### config.mk
export PLATFORM = sky130hd
export DESIGN_NAME = stream_skip_ctrl
export DESIGN_NICKNAME = d
export VERILOG_FILES = /design/src/rtl/stream_filter.sv /design/src/rtl/stream_skip_ctrl.sv
export SDC_FILE = /design/constraint.sdc
export NUM_CORES = 1
export LEC_CHECK = 0
export ABC_AREA = 1
export CORE_UTILIZATION = 25
export CTS_CLUSTER_SIZE = 24
export DETAILED_ROUTE_END_ITERATION = 8
export RECOVER_POWER = 100
export SLEW_MARGIN = 10
export SYNTH_ARGS = -nofsm -noshare
export SYNTH_HDL_FRONTEND = slang
export SYNTH_SLANG_ARGS = --single-unit
### constraint.sdc
create_clock -name clk_i -period 1.5 [get_ports clk_i]
set_input_delay 0.15 -clock clk_i [delete_from_list [all_inputs] [get_ports clk_i]]
set_output_delay 0.15 -clock clk_i [all_outputs]
set_load 0.005 [all_outputs]
### src/rtl/stream_filter.sv
// -----------------------------------------------------------------------------
// stream_filter
//   Valid/ready stream gate. When drop_i is high every upstream beat is
//   accepted and discarded: ready_o is forced high and valid_o is held low.
//   When drop_i is low the stream passes straight through.
//
// Ports
//   valid_i / ready_o : upstream handshake
//   drop_i            : 1 = swallow beats, 0 = pass beats
//   valid_o / ready_i : downstream handshake
// -----------------------------------------------------------------------------
module stream_filter (
    input  logic valid_i,
    output logic ready_o,
    input  logic drop_i,
    output logic valid_o,
    input  logic ready_i
);

    assign valid_o = drop_i ? 1'b0 : valid_i;
    assign ready_o = drop_i ? 1'b1 : ready_i;

endmodule

### src/rtl/stream_skip_ctrl.sv
// -----------------------------------------------------------------------------
// stream_skip_ctrl
//   Command-driven pass/drop controller for a valid/ready stream. Each accepted
//   command either passes or drops (cmd_len_i + 1) upstream beats, then the
//   controller returns to IDLE. A new command can be accepted in the cycle of
//   the final beat, so consecutive commands chain without a bubble.
//
// Ports
//   clk_i, rst_i            : clock, asynchronous active-high reset
//   cmd_valid_i/cmd_ready_o : command handshake
//   cmd_drop_i              : 1 = drop beats, 0 = pass beats
//   cmd_len_i               : beats in command minus one
//   valid_i / ready_o       : upstream handshake
//   valid_o / ready_i       : downstream handshake
//   busy_o                  : a command is in progress
//   done_o                  : pulses on the final beat of a command
// -----------------------------------------------------------------------------
module stream_skip_ctrl #(
    parameter int unsigned CntWidth = 16
) (
    input  logic                clk_i,
    input  logic                rst_i,
    input  logic                cmd_valid_i,
    output logic                cmd_ready_o,
    input  logic                cmd_drop_i,
    input  logic [CntWidth-1:0] cmd_len_i,
    input  logic                valid_i,
    output logic                ready_o,
    output logic                valid_o,
    input  logic                ready_i,
    output logic                busy_o,
    output logic                done_o
);

    typedef enum logic {
        IDLE   = 1'b0,
        ACTIVE = 1'b1
    } state_e;

    typedef logic [CntWidth-1:0] cnt_t;

    state_e state_q, state_d;
    logic   drop_q,  drop_d;
    cnt_t   len_q,   len_d;
    cnt_t   cnt_q,   cnt_d;

    logic active;
    logic filt_valid_in, filt_ready_in, filt_drop;
    logic beat, last_beat, cmd_hs;

    assign active = (state_q == ACTIVE);

    // In IDLE the filter sees a dead stream, so upstream stalls and nothing
    // reaches downstream regardless of the latched mode.
    assign filt_valid_in = active & valid_i;
    assign filt_ready_in = active & ready_i;
    assign filt_drop     = active ? drop_q : 1'b0;

    stream_filter i_stream_filter (
        .valid_i (filt_valid_in),
        .ready_o (ready_o),
        .drop_i  (filt_drop),
        .valid_o (valid_o),
        .ready_i (filt_ready_in)
    );

    // ready_o is already zero in IDLE; the explicit qualifier keeps intent clear.
    assign beat      = active & valid_i & ready_o;
    assign last_beat = beat & (cnt_q == len_q);

    // Accept a new command while idle, or in the final-beat cycle for chaining.
    assign cmd_ready_o = ~active | last_beat;
    assign cmd_hs      = cmd_valid_i & cmd_ready_o;

    assign busy_o = active;
    assign done_o = last_beat;

    always_comb begin
        state_d = state_q;
        drop_d  = drop_q;
        len_d   = len_q;
        cnt_d   = cnt_q;
        if (cmd_hs) begin
            state_d = ACTIVE;
            drop_d  = cmd_drop_i;
            len_d   = cmd_len_i;
            cnt_d   = '0;
        end else if (last_beat) begin
            state_d = IDLE;
            cnt_d   = '0;
        end else if (beat) begin
            // Cannot overflow: the last beat is reached at cnt_q == len_q.
            cnt_d = cnt_q + cnt_t'(1);
        end
    end

    always_ff @(posedge clk_i or posedge rst_i) begin
        if (rst_i) begin
            state_q <= IDLE;
            drop_q  <= 1'b0;
            len_q   <= '0;
            cnt_q   <= '0;
        end else begin
            state_q <= state_d;
            drop_q  <= drop_d;
            len_q   <= len_d;
            cnt_q   <= cnt_d;
        end
    end

endmodule

==> summary.md, run 1 <==
| Metric | Value |
|---|---|
| Worst r2r src | `len_q[10]$_DFFE_PP0P_` |
| Core area | `roughly 9300 µm²` |
| Clk_lat worst skew | `approximately 300 ps` |
| Synth-to-layout area growth | `55.0%` |
| Met1 Use GR | `0.207` |
| Crit-path leading delay family | `simple AND/OR/NAND/NOR gates` |
| Final period utilization | `1.18` |
| PortBufs | `26` |
| CP startpoint kind | `flip-flop` |
| Largest fanout on the critical path | `3` |
| Failing checks | `setup timing` |
| Final min period | `1770 ps` |
| RSZ-0062 raised after global routing | `true` |
| H-tree depth | `2` |
| Leakage | `1.71 nW` |
| Met2 usage | `0.229` |
| Drt first pass iters | `5` |
| Final #Nets | `450` |
| Crit-path max cell delay | `420 ps` |
| Hold Fails Final Rpt | `0` |
| Number of CTS-inserted buffers | `5` |
| Ys Warns | `0` |
| CP Cell Sequence | `xnor2_1, nand3_1, nor2_2, nand3_4, nand2_4, buf_6` |
| Global routing usage on met3 | `0.0251` |
| Hold Path Class | `in -> reg` |
| Worst r2r dst | `len_q[8]$_DFFE_PP0P_` |
| Vias in the first global route | `between 2000 and 2500` |
| #FFs+latches synth | `34` |
| Wire per inst | `13.5 µm` |
| Dominant cells by area after synthesis | `dfrtp_1 (35%), nand2_1 (18%), o211ai_1 (10%), nor2_1 (5.6%), inv_1 (5.0%)` |
| Fmax | `566 MHz` |
| Register area share after synthesis | `0.354` |
| Crit. End Element | `primary output` |
| Mapped Nets | `around 360` |
| Hold EP | `len_q[14]$_DFFE_PP0P_` |
| DRT Wirelength | `7.53 mm` |
| Status | `finished, violations left` |
| Req. time, crit path | `1350 ps` |
| Synth unique cells | `33` |
| Wire length of the first global-routing pass | `11.5 mm` |
| Crit path max-delay cell type | `dfrtp_1` |
| Synth top area share | `0.354` |
| CP arrival | `1620 ps` |
| Area leader, netlist | `dfrtp_1` |
| Starting DRT DRC Count | `151` |
| Post-route worst setup slack | `-266 ps` |
| Crit path kind | `reg -> out` |
| Overflow after GRT | `0` |
| Vias per cell | `between 4 and 5` |
| Num rows | `35` |
| Worst rel slew slack | `0.373` |
| DP HPWL | `4.70 mm` |
| Worst hold start | `cmd_len_i[14]` |
| CTS tree | `done` |
| Initial antenna violation count | `0` |
| Reg2reg setup slack | `-220 ps` |
| Clock root cell | `clkbuf_8` |
| Reg2reg path depth | `9` |
| DR vias | `2579` |
| Top Ports | `27` |
| Layout cells sized above 1 | `0.376` |
| Setup Slack @ Placement | `-593 ps` |
| Slew Viols, Final | `0` |
| Total GRT Usage | `0.146` |
| Bufs on Longest Clock Path | `2` |
| Clk slew on worst S/H paths | `70 ps` |
| Number of routed nets with antenna violations | `0` |
| Post-Route Skew | `about 3.6 ps` |
| Initial core utilization | `0.259` |
| Chip width | `~100 µm` |
| Gr busiest metal | `met2` |
| Worst Path Buf+Inv | `1` |
| Max-capacitance violation count | `0` |
| Worst-Margin Slew | `941 ps` |
| Final setup vio count | `36` |
| PD cells | `~880 nW/µm²` |
| Non-Filler Instances | `557` |
| Placed insts | `around 530` |
| DRC violations left | `0` |
| Total power | `3.28 mW` |
| Mean Syn Cell Area | `about 7 µm²` |
| Hold Slack | `401 ps` |
| Hold Crit Depth | `3` |
| Total die area | `10000 µm²` |
| Mapped Area | `2400 µm²` |
| Die height | `100 µm` |
| RD Place Congestion | `approximately 0.89` |
| Syn Inst Count | `341` |
| ANT cells | `0` |
| Largest net degree at the start of global routing | `35` |
| Clk sink count | `34` |
| Peak VDD IR | `around 0.67 mV` |
| Setup_tns | `-5790 ps` |
how the worst max path moves through the flow:
stage	depth (start not counted)	start	slack (ps)	to
4_1_cts	10	len_q[5]$_DFFE_PP0P_	-190	cmd_ready_o
3_5_place_dp	7	valid_i	-590	done_o
5_1_grt	10	cnt_q[5]$_DFFE_PP0P_	-330	cmd_ready_o
2_1_floorplan	10	busy_o$_DFFE_PP0P_	-20	busy_o$_DFFE_PP0P_
3_3_place_gp	7	valid_i	-630	done_o
6_report	6	len_q[10]$_DFFE_PP0P_	-270	cmd_ready_o
worst register-to-register path, cell delays in order (launching register included):
cell and delay [ps]:
dfrtp_1 420, xnor2_1 270, nand3_1 140, nor2_2 150, nand3_4 120, nand2_4 100
buf_12 170, clkbuf_16 160, nand3_2 50, nand2_1 60
cell usage in the layout (no fill, tap or decap), drive strengths merged, types with 2 or more instances in the layout:
cell           instances
clkdlybuf4s50         20
inv                   37
nand2                122
nand4                 10
dfrtp                 34
clkbuf                10
o211ai                32
a21oi                  5
nor2                  39
clkinv                 2
or2                    2
dlygate4sd2            2
buf                   64
nand3                 29
xnor2                  3
o21ai                  6
nor3b                  2
logic make-up after synthesis:
| kind of cell | Yosys count | synth area share |
|---|---|---|
| xor+xnor | 4 | 0.0146 |
| fa+ha+maj | 1 | 0.00521 |
| simple gates | 203 | 0.391 |
| buf+inv | 54 | 0.105 |
| flops | 34 | 0.354 |
| compound gates | 45 | 0.130 |
flip-flops by register name, indices dropped and copies added (netlist names):
signal / count
cnt_q: 16
len_q: 16
busy_o: 1
drop_q: 1
power by group:
group	internal (mW)	switching [mW]	leakage, nW
registers	1.07	0.139	0.441
clock network	0.369	0.368	0.0472
logic	0.636	0.696	1.22
total	2.07	1.20	1.71
timing repair:
item | in CTS | in global routing
hold buffers | 0 | 0
buffers inserted | 12 | 9
pin swaps | 10 | 31
endpoints found under the setup margin | 39 | 37
gates resized for setup | 27 | 74
hold endpoints to repair | 0 | 0
gates cloned | 2 | 4
stage by stage:
| stage | area [µm²] | util |
|---|---|---|
| detailed placement | 3110 | 0.335 |
| finish | 3720 | 0.401 |
| floorplan | 2410 | - |
| global placement | 3110 | 0.335 |
| global route | 3720 | 0.401 |
| CTS | 3370 | 0.363 |
cell usage after synthesis (all sizes together):
cell type / instances
nor3: 1
o21ai: 6
o211ai: 32
o2111ai: 1
dfrtp: 34
o21bai: 1
clkinv: 1
xor2: 1
buf: 8
a21oi: 5
nand2: 120
nand4: 10
nor3b: 2
clkbuf: 8
nor2: 39
or2: 2
inv: 37
nand3: 29
ha: 1
xnor2: 3
cell type report:
type                    instances  area, µm²
clock buffers                   6       82.6
multi-input cells             255       1560
fillers                       977       5560
well taps                     129        161
flip-flops and latches         34        852
clock inverters                 2       12.5
repair buffers                 93        913
inverters                      38        143
layer usage:
| metal | vias up | routed length, µm |
|---|---|---|
| met2 | 60 | 3570 |
| met1 | 1213 | 3470 |
| li1 | 1296 | - |
| met4 | 0 | 85 |
| met5 | - | 0 |
| met3 | 10 | 401 |
Note: power is estimated with default switching activity, not from simulation.
==> run 2, diff against run 1 <==
--- a/config.mk
+++ b/config.mk
@@ -7,6 +7,7 @@
 export LEC_CHECK = 0
 export ABC_AREA = 1
 export CORE_UTILIZATION = 25
+export CTS_CLUSTER_DIAMETER = 80
 export CTS_CLUSTER_SIZE = 24
 export DETAILED_ROUTE_END_ITERATION = 8
 export RECOVER_POWER = 100
==> results of run 2 <==
No change in the layout: final DEF, timing and power equal those of run 1.
==> edit 1: new RTL, settings of run 1 <==
Make the reset (`rst_i`) synchronous in one clocked block. Comments in the files are not updated.
--- a/src/rtl/stream_skip_ctrl.sv
+++ b/src/rtl/stream_skip_ctrl.sv
@@ -94,7 +94,7 @@
         end
     end
 
-    always_ff @(posedge clk_i or posedge rst_i) begin
+    always_ff @(posedge clk_i) begin
         if (rst_i) begin
             state_q <= IDLE;
             drop_q  <= 1'b0;
Function: differs if rst_i is asserted again (counterexample within 4 cycles, from zero or initial values and one cycle with rst_i high); with rst_i held inactive, the same outputs for 10 cycles.
==> edit 1 against run 1 <==
- final area decreased by 22%
- setup slack improved by 0.10 ns
- the flow still finishes with violations (negative setup slack)
- sequential cell count unchanged
- wire length decreased by 36%
- critical endpoint is now len_q[8]
- synthesized area decreased by 22%
Power is not compared: it rests on default switching activity, and its combinational part moved more than twofold at a synthesized area within 25%.
==> edit 1: results (changes against run 1) <==
[setup_path]
slowest_stage=dfxtp_1  ; was dfrtp_1
crit_arrival_ns=1.84  ; was 1.62 ns
slowest_delay_ns=0.34  ; was 0.42 ns
cp_max_fo=12  ; was 3

[cells_and_area]
buffer_area_share_pct=22.12  ; was 24.55%
multi_input_gates=209  ; was 255
signal_buffers=70  ; was 93
instances_no_fill=465  ; was 557
design_area_um2=2919  ; was 3721 µm²
n_all_inverters=45  ; was 38
nClkBuffers=8  ; was 6
multi_input_area_share_pct=39.99  ; was 41.83%
fin_nets=388  ; was 450
drive_gt1_share_pct=33.06  ; was 37.62%
clk_share_pct=3.772  ; was 2.555%
fin_util_pct=40.46  ; was 40.08%
seqCellArea_um2=703.2  ; was 852.1 µm²

[global_route]
grt_pass1_vias=1863  ; was 2,394
gr-usage-met3_pct=2.705  ; was 2.507%
use_met1_pct=16.55  ; was 20.73%
gr-usage-all-layers_pct=13.13  ; was 14.56%
grt_pass1_wl_um=7983  ; was 11,500 µm
grt_use_met2_pct=21.40  ; was 22.92%

[routing]
wl_met1_um=2254  ; was 3470 µm
met2_wirelength_um=2274  ; was 3571 µm
dr.pass1.iters=4  ; was 5
drtIter0Drc=74  ; was 151
wl_met3_um=131  ; was 401 µm
routed.top_layer=met4  ; unchanged
routed_via_density=4.249  ; was 4.630

[place]
dpl-instance-area_um2=2490  ; was 3108 µm²
dp.cells=450  ; was 526
dp_slack_ns=-0.5889  ; was -0.5928 ns
gp_congestion=0.8283  ; was 0.8864
dpl.hpwl_um=3335  ; was 4697 µm

[cts]
insertion_delay_ns=0.28  ; was 0.30 ns
cts_buffers=5  ; unchanged

[synth]
synth_fa_ha_area_share_pct=0.6716  ; was 0.5211%
synth_compound_area_share_pct=8.798  ; was 12.98%
synthXorXnorAreaFrac_pct=5.171  ; was 1.459%
ys_seq_area_share_pct=36.53  ; was 35.44%
synth_cells=297  ; was 341
ys_top_cells_by_count=nand2_1 (77), nor2_1 (46), inv_1 (44), dfxtp_1 (34), a21oi_1 (27)  ; was nand2_1 (117), nor2_1 (36), dfrtp_1 (34), inv_1 (32), o211ai_1 (32)
synth_area_leaders=dfxtp_1 (37%), nand2_1 (16%), nor2_1 (9.3%)  ; was dfrtp_1 (35%), nand2_1 (18%), o211ai_1 (10%)
synth_ff_type=dfxtp_1  ; was dfrtp_1
synth_cell_types=22  ; was 33
syn-num-nets=320  ; was 364
ys_async_sr_fraction_pct=0  ; was 100.0%

[run_status]
violations=negative setup slack  ; unchanged
run_status=finished, violations left  ; unchanged

[timing]
fin_skew_ns=0.004658  ; was 0.003639 ns
fin_ws_ns=-0.1639  ; was -0.2663 ns
setup_viol=36  ; unchanged
slew_headroom_pct=72.04  ; was 37.26%
fin_setup_tns_ns=-3.415  ; was -5.794 ns

edit 1: changes by cell type in the layout (fill, tap and decap cells not counted), sizes merged, moves of 4 or more:
cell and change:
nand2 -44, dfrtp -34, dfxtp +34, o211ai -31, a21oi +22, buf -21, nor2 +8, inv +7
nand4 -6, xnor2 +4
edit 1: worst paths after layout:
check	from	endpoint	slack [ns]	cells past startpoint
setup / recovery	cnt_q[6]	len_q[8]	-0.16	10
hold / removal	rst_i	busy_o	0.44	2
setup reg to reg	cnt_q[6]	len_q[8]	-0.16	10
hold reg to reg	cnt_q[15]	cnt_q[15]	0.47	2
edit 1: timing repair:
action | in CTS | in global routing
setup endpoints to repair | 36 | 36
setup buffers | 4 | 1
resized for setup | 40 | 43
pin swaps | 12 | 21
cloned | 1 | 2
edit 1: power by group:
| group | internal, mW | total (mW) | switching [mW] |
|---|---|---|---|
| Sequential | 0.943 | 0.981 | 0.0374 |
| Clock | 0.463 | 0.789 | 0.326 |
| Combinational | 0.214 | 0.417 | 0.203 |
==> edit 2: new RTL, settings of run 1 <==
Made on the original files. `CntWidth`: 16 -> 14.
--- a/src/rtl/stream_skip_ctrl.sv
+++ b/src/rtl/stream_skip_ctrl.sv
@@ -16,7 +16,7 @@
 //   done_o                  : pulses on the final beat of a command
 // -----------------------------------------------------------------------------
 module stream_skip_ctrl #(
-    parameter int unsigned CntWidth = 16
+    parameter int unsigned CntWidth = 14
 ) (
     input  logic                clk_i,
     input  logic                rst_i,
Ports: changed (resized cmd_len_i); port bits go from 27 to 25. No check against the original RTL was run, so the function may have changed too.
==> edit 2 against run 1 <==
- the flow still finishes with violations (negative setup slack)
- setup slack improved by 0.12 ns
- core utilization decreased by 0.20 points
- hold slack improved by 0.015 ns
- total power decreased by 0.21%
- sequential share of layout area increased by 1.4 points
- final area decreased by 17%
- synthesized area decreased by 16%
- maximum frequency increased by 7.0%
- register-to-register slack improved by 0.12 ns
- sequential power decreased by 6%
- sequential cell count decreased by 4
- global-route usage increased by 0.96 points
- wire length decreased by 20%
- non-clock buffer count decreased by 14
==> edit 2: results (changes against run 1) <==
[synth]
synthXorXnorAreaFrac_pct=3.483  ; was 1.459%
synth_fa_ha_area_share_pct=0.6219  ; was 0.5211%
ys_top_cells_by_count=nand2_1 (114), dfrtp_1 (30), nor2_1 (25), nand3_1 (23), inv_1 (22)  ; was nand2_1 (117), nor2_1 (36), dfrtp_1 (34), inv_1 (32), o211ai_1 (32)
synth_ff_type=dfrtp_1  ; unchanged
ys_async_sr_fraction_pct=100.0  ; unchanged
syn-num-nets=315  ; was 364
yosysWarnings=0  ; unchanged
synth_cell_types=23  ; was 33
synth_area_leaders=dfrtp_1 (37%), nand2_1 (21%), o211ai_1 (6.0%)  ; was dfrtp_1 (35%), nand2_1 (18%), o211ai_1 (10%)
synth_compound_area_share_pct=10.82  ; was 12.98%
ys_seq_area_share_pct=37.31  ; was 35.44%
muxShareOfSynthArea_pct=0  ; unchanged

[timing]
fin_skew_ns=0.003292  ; was 0.003639 ns
fin_ws_ns=-0.1506  ; was -0.2663 ns
fin_setup_tns_ns=-1.930  ; was -5.794 ns
slew_headroom_pct=45.60  ; was 37.26%
setup_viol=31  ; was 36

[cells_and_area]
top_regs=cnt_q: 14 flops, len_q: 14 flops  ; was cnt_q: 16 flops, len_q: 16 flops
fin_nets=388  ; was 450
drive_gt1_share_pct=36.96  ; was 37.62%

[global_route]
grt_use_met2_pct=25.75  ; was 22.92%
grt_max_degree=31  ; was 35
use_met1_pct=20.04  ; was 20.73%
gr-usage-met3_pct=2.570  ; was 2.507%
gr-usage-all-layers_pct=15.51  ; was 14.56%
grt_pass1_wl_um=10330  ; was 11,500 µm
grt_pass1_vias=2171  ; was 2,394

[place]
gp_congestion=0.8618  ; was 0.8864
dpl.hpwl_um=3984  ; was 4697 µm
dpl-instance-area_um2=2619  ; was 3108 µm²
numPortBuffers=24  ; was 26

[routing]
routed_wl_um=6019  ; was 7528 µm
wl_met3_um=209  ; was 401 µm
routed.top_layer=met4  ; unchanged
dr.pass1.iters=4  ; was 5
met2_wirelength_um=3001  ; was 3571 µm
drtIter0Drc=130  ; was 151
wl_met1_um=2651  ; was 3470 µm
routed_via_density=4.655  ; was 4.630

[setup_path]
slowest_delay_ns=0.41
slowest_stage=dfrtp_1  ; unchanged
reg2reg_depth=11  ; was 9
crit_arrival_ns=1.50  ; was 1.62 ns

[cts]
clk_pin_slew_ns=0.07  ; about the same
cts_root_buf=clkbuf_8  ; unchanged
cts_buffers=5  ; unchanged
insertion_delay_ns=0.28  ; was 0.30 ns
cts.path.max_buffers=2  ; unchanged

[power_and_ir_drop]
p_leak_nw=1.511  ; was 1.709 nW
powerClk_mw=0.784  ; was 0.737 mW
p_sw_share_pct=36.35  ; was 36.73%
comb_power_share_pct=41.1  ; was 40.6%
ir_drop_v=0.0006185  ; was 0.0006730 V
clkPwrFrac_pct=24.0  ; was 22.5%

[hold_path]
worstHoldPathCells=3  ; unchanged

[run_status]
run_status=finished, violations left  ; unchanged
violations=negative setup slack  ; unchanged

edit 2: changes by cell type after synthesis, moves of 5 or more:
cell       change
o2111ai_1      +9
inv_2          +7
a21oi_1        -5
o211ai_1      -16
nand3_2        -9
nor2_1        -11
xor2_1         +6
nand4_1        -6
inv_1         -10
edit 2: repair_timing:
item / in CTS / in global routing
hold buffers: 0 / 0
pin swaps: 25 / 22
gates resized for setup: 43 / 42
buffers inserted: 11 / 3
gates cloned: 2 / 0
endpoints found under the setup margin: 34 / 33
edit 2: critical path: cells and delay by family (launching register included):
kind | cells | cell delay (ns)
buffers and inverters | 1 | 0.10
flip-flops | 1 | 0.41
AND/OR/NAND/NOR | 7 | 0.69
edit 2: worst paths after layout:
check,startpoint,end,slack [ns]
worst max-delay path,cnt_q[10],cmd_ready_o,-0.15
worst min-delay path,cmd_len_i[13],len_q[13],0.42
worst max register to register,cnt_q[10],len_q[1],-0.10
worst min register to register,len_q[0],len_q[0],0.52
max in group asynchronous,rst_i,busy_o,0.41
min in group asynchronous,rst_i,len_q[2],0.53
edit 2: through the flow:
stage	std cells	hold WS [ns]	setup slack, ns
2_1_floorplan	294	0.2408	0.03773
3_3_place_gp	446	0.4793	-0.4476
3_5_place_dp	446	0.4864	-0.4499
4_1_cts	467	0.2543	-0.1292
5_1_grt	470	0.4267	-0.2536
6_report	470	0.4157	-0.1506
edit 2: logic make-up after synthesis:
| family | after synthesis |
|---|---|
| simple gates | 177 |
| buf+inv | 50 |
| flops | 30 |
| compound gates | 28 |
| xor+xnor | 8 |
| fa+ha+maj | 1 |
edit 2: area by class of cell:
type / count / area [µm²]
fillers: 833 / 4669
multi-input cells: 215 / 1271
flip-flops and latches: 30 / 752.0
repair buffers: 79 / 701.9
inverters: 36 / 135.1
well taps: 102 / 127.6
clock buffers: 8 / 110.1
